File: src/rtl/aq_hpcp_cntof_bank.sv
// aq_hpcp_cntof_bank
// Sticky overflow status bank for the HPCP counters: captures per-channel
// overflow pulses, offers write/set/clear software access, tracks overflows
// that arrived on a flag software had not yet serviced, and raises a maskable
// interrupt request (level or pulse) plus a lowest-index pending channel.
module aq_hpcp_cntof_bank #(
  parameter int CNT_NUM  = 32,
  parameter int INT_MODE = 0,
  localparam int IDX_W   = (CNT_NUM > 1) ? $clog2(CNT_NUM) : 1
) (
  input  logic               hpcp_clk,
  input  logic               cpurst,
  input  logic [CNT_NUM-1:0] counter_overflow,
  input  logic               cntof_wen,
  input  logic [1:0]         cntof_wop,
  input  logic [CNT_NUM-1:0] cntof_wdata,
  input  logic               inten_wen,
  input  logic [CNT_NUM-1:0] inten_wdata,
  output logic [CNT_NUM-1:0] cntof,
  output logic [CNT_NUM-1:0] cntof_lost,
  output logic [CNT_NUM-1:0] inten,
  output logic               hpcp_int_req,
  output logic               ovf_idx_vld,
  output logic [IDX_W-1:0]   ovf_idx
);

  localparam logic [1:0] OP_WRITE = 2'b00;
  localparam logic [1:0] OP_SET   = 2'b01;
  localparam logic [1:0] OP_CLEAR = 2'b10;

  logic [CNT_NUM-1:0] cntof_q, cntof_d;
  logic [CNT_NUM-1:0] lost_q,  lost_d;
  logic [CNT_NUM-1:0] inten_q, inten_d;
  logic               int_q,   int_d;

  logic [CNT_NUM-1:0] sw;
  logic [CNT_NUM-1:0] lost_set;
  logic [CNT_NUM-1:0] lost_clr;
  logic [CNT_NUM-1:0] pend_new;
  logic [CNT_NUM-1:0] pend_old;
  logic [CNT_NUM-1:0] active;

  // Software view of the flag vector after this cycle's CSR access.
  always_comb begin
    sw = cntof_q;
    if (cntof_wen) begin
      case (cntof_wop)
        OP_WRITE: sw = cntof_wdata;
        OP_SET:   sw = cntof_q | cntof_wdata;
        OP_CLEAR: sw = cntof_q & ~cntof_wdata;
        default:  sw = cntof_q;
      endcase
    end
  end

  // Next-state flags, lost flags and enables; hardware overflow always wins
  // over a software clear so that no event is dropped.
  always_comb begin
    cntof_d  = sw | counter_overflow;
    // An overflow landing on a flag that stays set after the access is lost.
    lost_set = counter_overflow & cntof_q & sw;
    // Software acknowledging a flag (1 -> 0) also acknowledges its loss.
    lost_clr = {CNT_NUM{cntof_wen}} & cntof_q & ~sw;
    lost_d   = lost_set | (lost_q & ~lost_clr);
    inten_d  = inten_wen ? inten_wdata : inten_q;
  end

  // Interrupt request computed from next-state values so it tracks the flags
  // with no extra cycle of latency.
  always_comb begin
    pend_new = cntof_d & inten_d;
    pend_old = cntof_q & inten_q;
    if (INT_MODE == 1) begin
      int_d = |(pend_new & ~pend_old);
    end else begin
      int_d = |pend_new;
    end
  end

  // State registers; reset discards every pending flag and request.
  always_ff @(posedge hpcp_clk) begin
    if (cpurst) begin
      cntof_q <= '0;
      lost_q  <= '0;
      inten_q <= '0;
      int_q   <= 1'b0;
    end else begin
      cntof_q <= cntof_d;
      lost_q  <= lost_d;
      inten_q <= inten_d;
      int_q   <= int_d;
    end
  end

  // Lowest-index priority encode of the enabled, set flags.
  always_comb begin
    active      = cntof_q & inten_q;
    ovf_idx_vld = |active;
    ovf_idx     = '0;
    for (int i = CNT_NUM - 1; i >= 0; i--) begin
      if (active[i]) begin
        ovf_idx = IDX_W'(i);
      end
    end
  end

  assign cntof        = cntof_q;
  assign cntof_lost   = lost_q;
  assign inten        = inten_q;
  assign hpcp_int_req = int_q;

endmodule
File: config.mk
export PLATFORM = sky130hd
export DESIGN_NAME = aq_hpcp_cntof_bank
export DESIGN_NICKNAME = d
export VERILOG_FILES = /design/src/rtl/aq_hpcp_cntof_bank.sv
export SDC_FILE = /design/constraint.sdc
export NUM_CORES = 1
export LEC_CHECK = 0
export BUFFER_PORTS_ARGS = -buffer_cell sky130_fd_sc_hd__buf_2
export CAP_MARGIN = 20
export CORE_MARGIN = 10
export CORE_UTILIZATION = 39
export CTS_BUF_LIST = sky130_fd_sc_hd__clkbuf_4
export DETAILED_ROUTE_END_ITERATION = 8
export PLACE_DENSITY = 0.71
export SYNTH_ARGS = -nofsm -noshare
export SYNTH_HDL_FRONTEND = slang
export SYNTH_SLANG_ARGS = --single-unit
File: constraint.sdc
create_clock -name hpcp_clk -period 1.9 [get_ports hpcp_clk]
set_input_delay 0.38 -clock hpcp_clk [delete_from_list [all_inputs] [get_ports hpcp_clk]]
set_output_delay 0.38 -clock hpcp_clk [all_outputs]
set_load 0.02 [all_outputs]
==> results.md <==
Logic synthesis:
- The post-synth design cell area is between 4000 and 5000 sq um.
- For this run, the register share of the synthesized area comes to 0.406.
- The synthesis warning total is 0.
- The number of nets produced by synthesis is 752.
- Synthesis produced a netlist whose cell count is 650.
- The post-synthesis area per instance is 7.35 sq um.
- The flip-flop and latch count after synthesis is 97.
- The netlist uses 33 different library cells.

Place:
- Prior to clock tree synthesis, the placed netlist has a worst setup slack of -0.314 ns.
- The total half-perimeter wirelength after legalization and detailed placement is 15,500 microns.
- At the end of routability-driven placement, the weighted congestion stood at roughly 0.85.
- The total placed instance area is slightly below 7000 sq um.
- The number of buffer cells added on primary ports is 204.

Worst hold path:
- The launch instance of the worst min-delay path is inten_wdata[16].
- The min-delay analysis places its worst path in the category in2reg.
- The end point of the most critical hold path is inten[16].
- Along the worst hold path, the cell count comes to 3.

Final layout:
- The area added between synthesis and finish is 48.6%.
- At the end of the flow the core is filled with cells to 0.591.
- After routing the design area is a little over 7000 sq um.
- Of the cells placed in the final design, the portion with a size suffix greater than 1 is 0.387.
- The final layout contains 1,050 nets.

Setup path:
- On the worst path, the slowest cell contributes a delay of 0.38 ns.
- The slowest stage of the critical path belongs to the cell dfxtp_4.
- Together, buffers and inverters on the worst path number 1.
- Counting cells, the worst reg-to-reg path comes to 6.
- For the worst setup path, the data arrival time is 2.25 ns.
- The endpoint identified for the worst register-to-register timing path is hpcp_int_req.
- STA classifies the critical path endpoint as an output port.
- The flop-to-flop setup slack is 0.25 ns.
- The kind of cell with the highest combined delay on the critical path is compound AO/OA/AOI/OAI gates.
- In this run the critical register-to-register path is launched from inten[9].
- The largest driver fanout on the critical path is 2.
- Data on the critical path is required at its endpoint by 1.52 ns.
- The type of origin of the critical path is a register.
- Traced cell by cell, the critical path runs through nand2_1 -> a32o_1 -> a22o_1 -> a221o_1 -> a2111oi_4 -> nor2_2 -> buf_6.
- The critical path in this run is classified as reg2out.

GRT:
- The first global-routing pass estimated 29,800 microns of wire.
- The global routing stage identified its most utilized layer as met2.
- The number of antenna violations at the first check in global routing is 2.
- Entering global routing, the biggest net connects 35 pins.
- For this run, the total global-route usage over all layers was measured as 0.223.
- For met2 alone, demand over resource in global routing was 0.375.
- The via count of the first global-routing pass is between 5,000 and 6,000.
- For this run, global-route usage on met1 was measured as 0.260.
- The met3 layer usage reported by global route is 0.0584.
- For this run the aggregate overflow at the end of global routing stands at 0.

Die:
- The initialized floorplan defines 40 standard-cell rows.
- For this configuration, the core starts out at a cell density of 0.398.
- The area of the die is 17,100 sq um.
- The die is 131 microns wide.
- The vertical extent of the die is 131 microns.
- The count of boundary I/O pins is 205.
- The area of the core is between 10,000 and 15,000 sq um.

Drt:
- The total wirelength of the detailed-routed design is 19,500 microns.
- The post-detailed-route count of antenna-violating nets is 0.
- Dividing the detail-routed via count by the number of cells gives roughly 5.3.
- The average wire per standard cell is approximately 18 microns.
- The number of DRC markers in iteration 0 is 411.
- The count of TritonRoute iterations in the first routing pass is 5.
- The count of unresolved DRC violations after routing is 0.
- The final route contains 5,833 vias.

Status:
- The flow ran to the end, but the final reports show violations.
- The final reports fail on setup timing.

Flow run:
- The tool flagged a number of max-cap violations equal to 0.

Timing:
- Final hold analysis gives a worst-case slack of 0.129 ns.
- The final-report hold violation count is 0.
- Headroom to the max-slew limit came out at 0.706.
- At the pin with the least slew margin, the transition time is 0.441 ns.
- The final worst slack is -0.732 ns.
- After layout, the minimum clock period comes to between 2 and 3 ns.
- The final cycle utilization of the critical path is 1.39.
- The number of pins with negative max-slew slack in the final report is 0.
- Setup repair after global routing could not meet its margin everywhere.
- For the final database, setup skew stands at 0.0218 ns.
- The fmax is between 300 and 400 MHz.
- Setup violations remaining at the end of the flow were counted as 6.

Clock network:
- The number of buffers added by the clock tree synthesis step is 9.
- The CTS H-tree depth is 3.
- The number of hold buffers added after CTS is 0.
- The clock transition time at the flip-flop clock pins of the worst setup and hold paths is between 0.15 and 0.2 ns.
- The CTS sink count is 97.
- The clock root buffer master is clkbuf_4.
- The clock reaches the later pin of the worst-skew pair after 0.51 ns.
- In this run the deepest clock path goes through 2 buffers.
- The TritonCTS clock tree is built.

Power:
- The maximum VDD drop is 0.398 mV.
- The leakage power is 3.45 nW.
- The areal power density over the cells is 716 nW/um^2.
- The completed layout was analyzed and its total power is between 5 and 6 mW.
metrics by stage:
stage / TNS [ns] / cells
2_1_floorplan: -0.0655 / 650
3_3_place_gp: -0.604 / 1081
3_5_place_dp: -0.641 / 1081
4_1_cts: -3.01 / 1099
5_1_grt: -3.47 / 1102
6_report: -2.90 / 1102
timing repair:
| item | CTS | global route |
|---|---|---|
| gates resized for setup | 28 | 17 |
| setup endpoints to repair | 6 | 6 |
| pin swaps | 7 | 12 |
| buffers inserted | 2 | 3 |
placed cells by master, fill, tap and decap left out, types with 3 or more instances in the layout:
master    synthesis  routed
a21oi_1         198     196
a22oi_2           0       4
buf_12            0       4
buf_2             9     197
buf_4             0     110
buf_6             2       8
clkbuf_4          0      11
dfxtp_1          97      87
dfxtp_2           0       8
mux2i_1          32      32
nand2_1         107     104
nand2_2           0       3
nand3_1          10       8
nor2_1           69      66
nor2_2            0       3
nor2b_1          35      32
nor2b_4           0       3
nor4_1            8       8
o21ai_0          31      31
sequential cells by signal, summed over array words and instances (netlist names):
| name | cells |
|---|---|
| cntof | 32 |
| cntof_lost | 32 |
| hpcp_int_req | 1 |
| inten | 32 |
power by group:
group | internal [mW] | switching [mW]
Sequential | 2.17 | 0.105
Clock | 0.430 | 0.756
Combinational | 0.708 | 0.912
routing by layer:
metal / vias to the layer above / routed length, microns
met5: - / 0
met4: 0 / 503
met3: 27 / 1610
met2: 237 / 9210
met1: 2682 / 8130
li1: 2887 / -
cell families after synthesis:
family / Yosys count / share of synthesized area
buf+inv: 32 / 0.0306
simple gates: 238 / 0.217
flops: 97 / 0.406
mux: 32 / 0.0671
compound gates: 251 / 0.278
cell usage after synthesis (all sizes together):
cell type	count	share of area
o211ai	2	0.0031
clkbuf	20	0.016
o21ai	32	0.034
a22oi	5	0.0079
a211oi	1	0.0016
nor2	69	0.054
a31oi	1	0.0013
dfxtp	97	0.41
nor3	2	0.0021
o21bai	1	0.0016
a22o	2	0.0037
a21oi	198	0.21
nand2b	2	0.0026
a221o	2	0.0042
nand3	10	0.010
and3	1	0.0013
a32o	1	0.0021
and4	2	0.0037
mux2i	32	0.067
a2111oi	1	0.0031
nor2b	35	0.046
nor4	8	0.010
a21boi	2	0.0031
buf	12	0.015
nand2	107	0.084
o2111ai	1	0.0018
and2	1	0.0013
nand4	1	0.0013
a311o	1	0.0021
a31o	1	0.0018
worst reg2reg max path: stages, from the launching register on:
cell	delay (ns)
dfxtp_1	0.35
buf_4	0.14
mux2i_1	0.23
a21oi_1	0.09
nor4_1	0.39
and4_1	0.29
a21oi_1	0.07
worst max path at each step:
stage | start | endpoint | slack [ns] | cells past startpoint
global route | cntof[30] | ovf_idx[0] | -0.83 | 7
global placement | cntof_wen | hpcp_int_req | -0.30 | 9
floorplan | cntof[30] | ovf_idx[0] | -0.07 | 6
CTS | inten[30] | ovf_idx[0] | -0.73 | 7
finish | inten[30] | ovf_idx[0] | -0.73 | 7
detailed placement | cntof_wop[0] | hpcp_int_req | -0.31 | 8
cell type report:
cell class | instances | area [sq um]
Multi-Input combinational cell | 521 | 2830
Clock buffer | 11 | 82.6
Timing Repair Buffer | 319 | 1980
Tap cell | 147 | 184
Antenna cell | 2 | 5.00
Clock inverter | 5 | 56.3
Fill cell | 1136 | 4910
Sequential cell | 97 | 1960
Power figures use the tool's default switching activity.
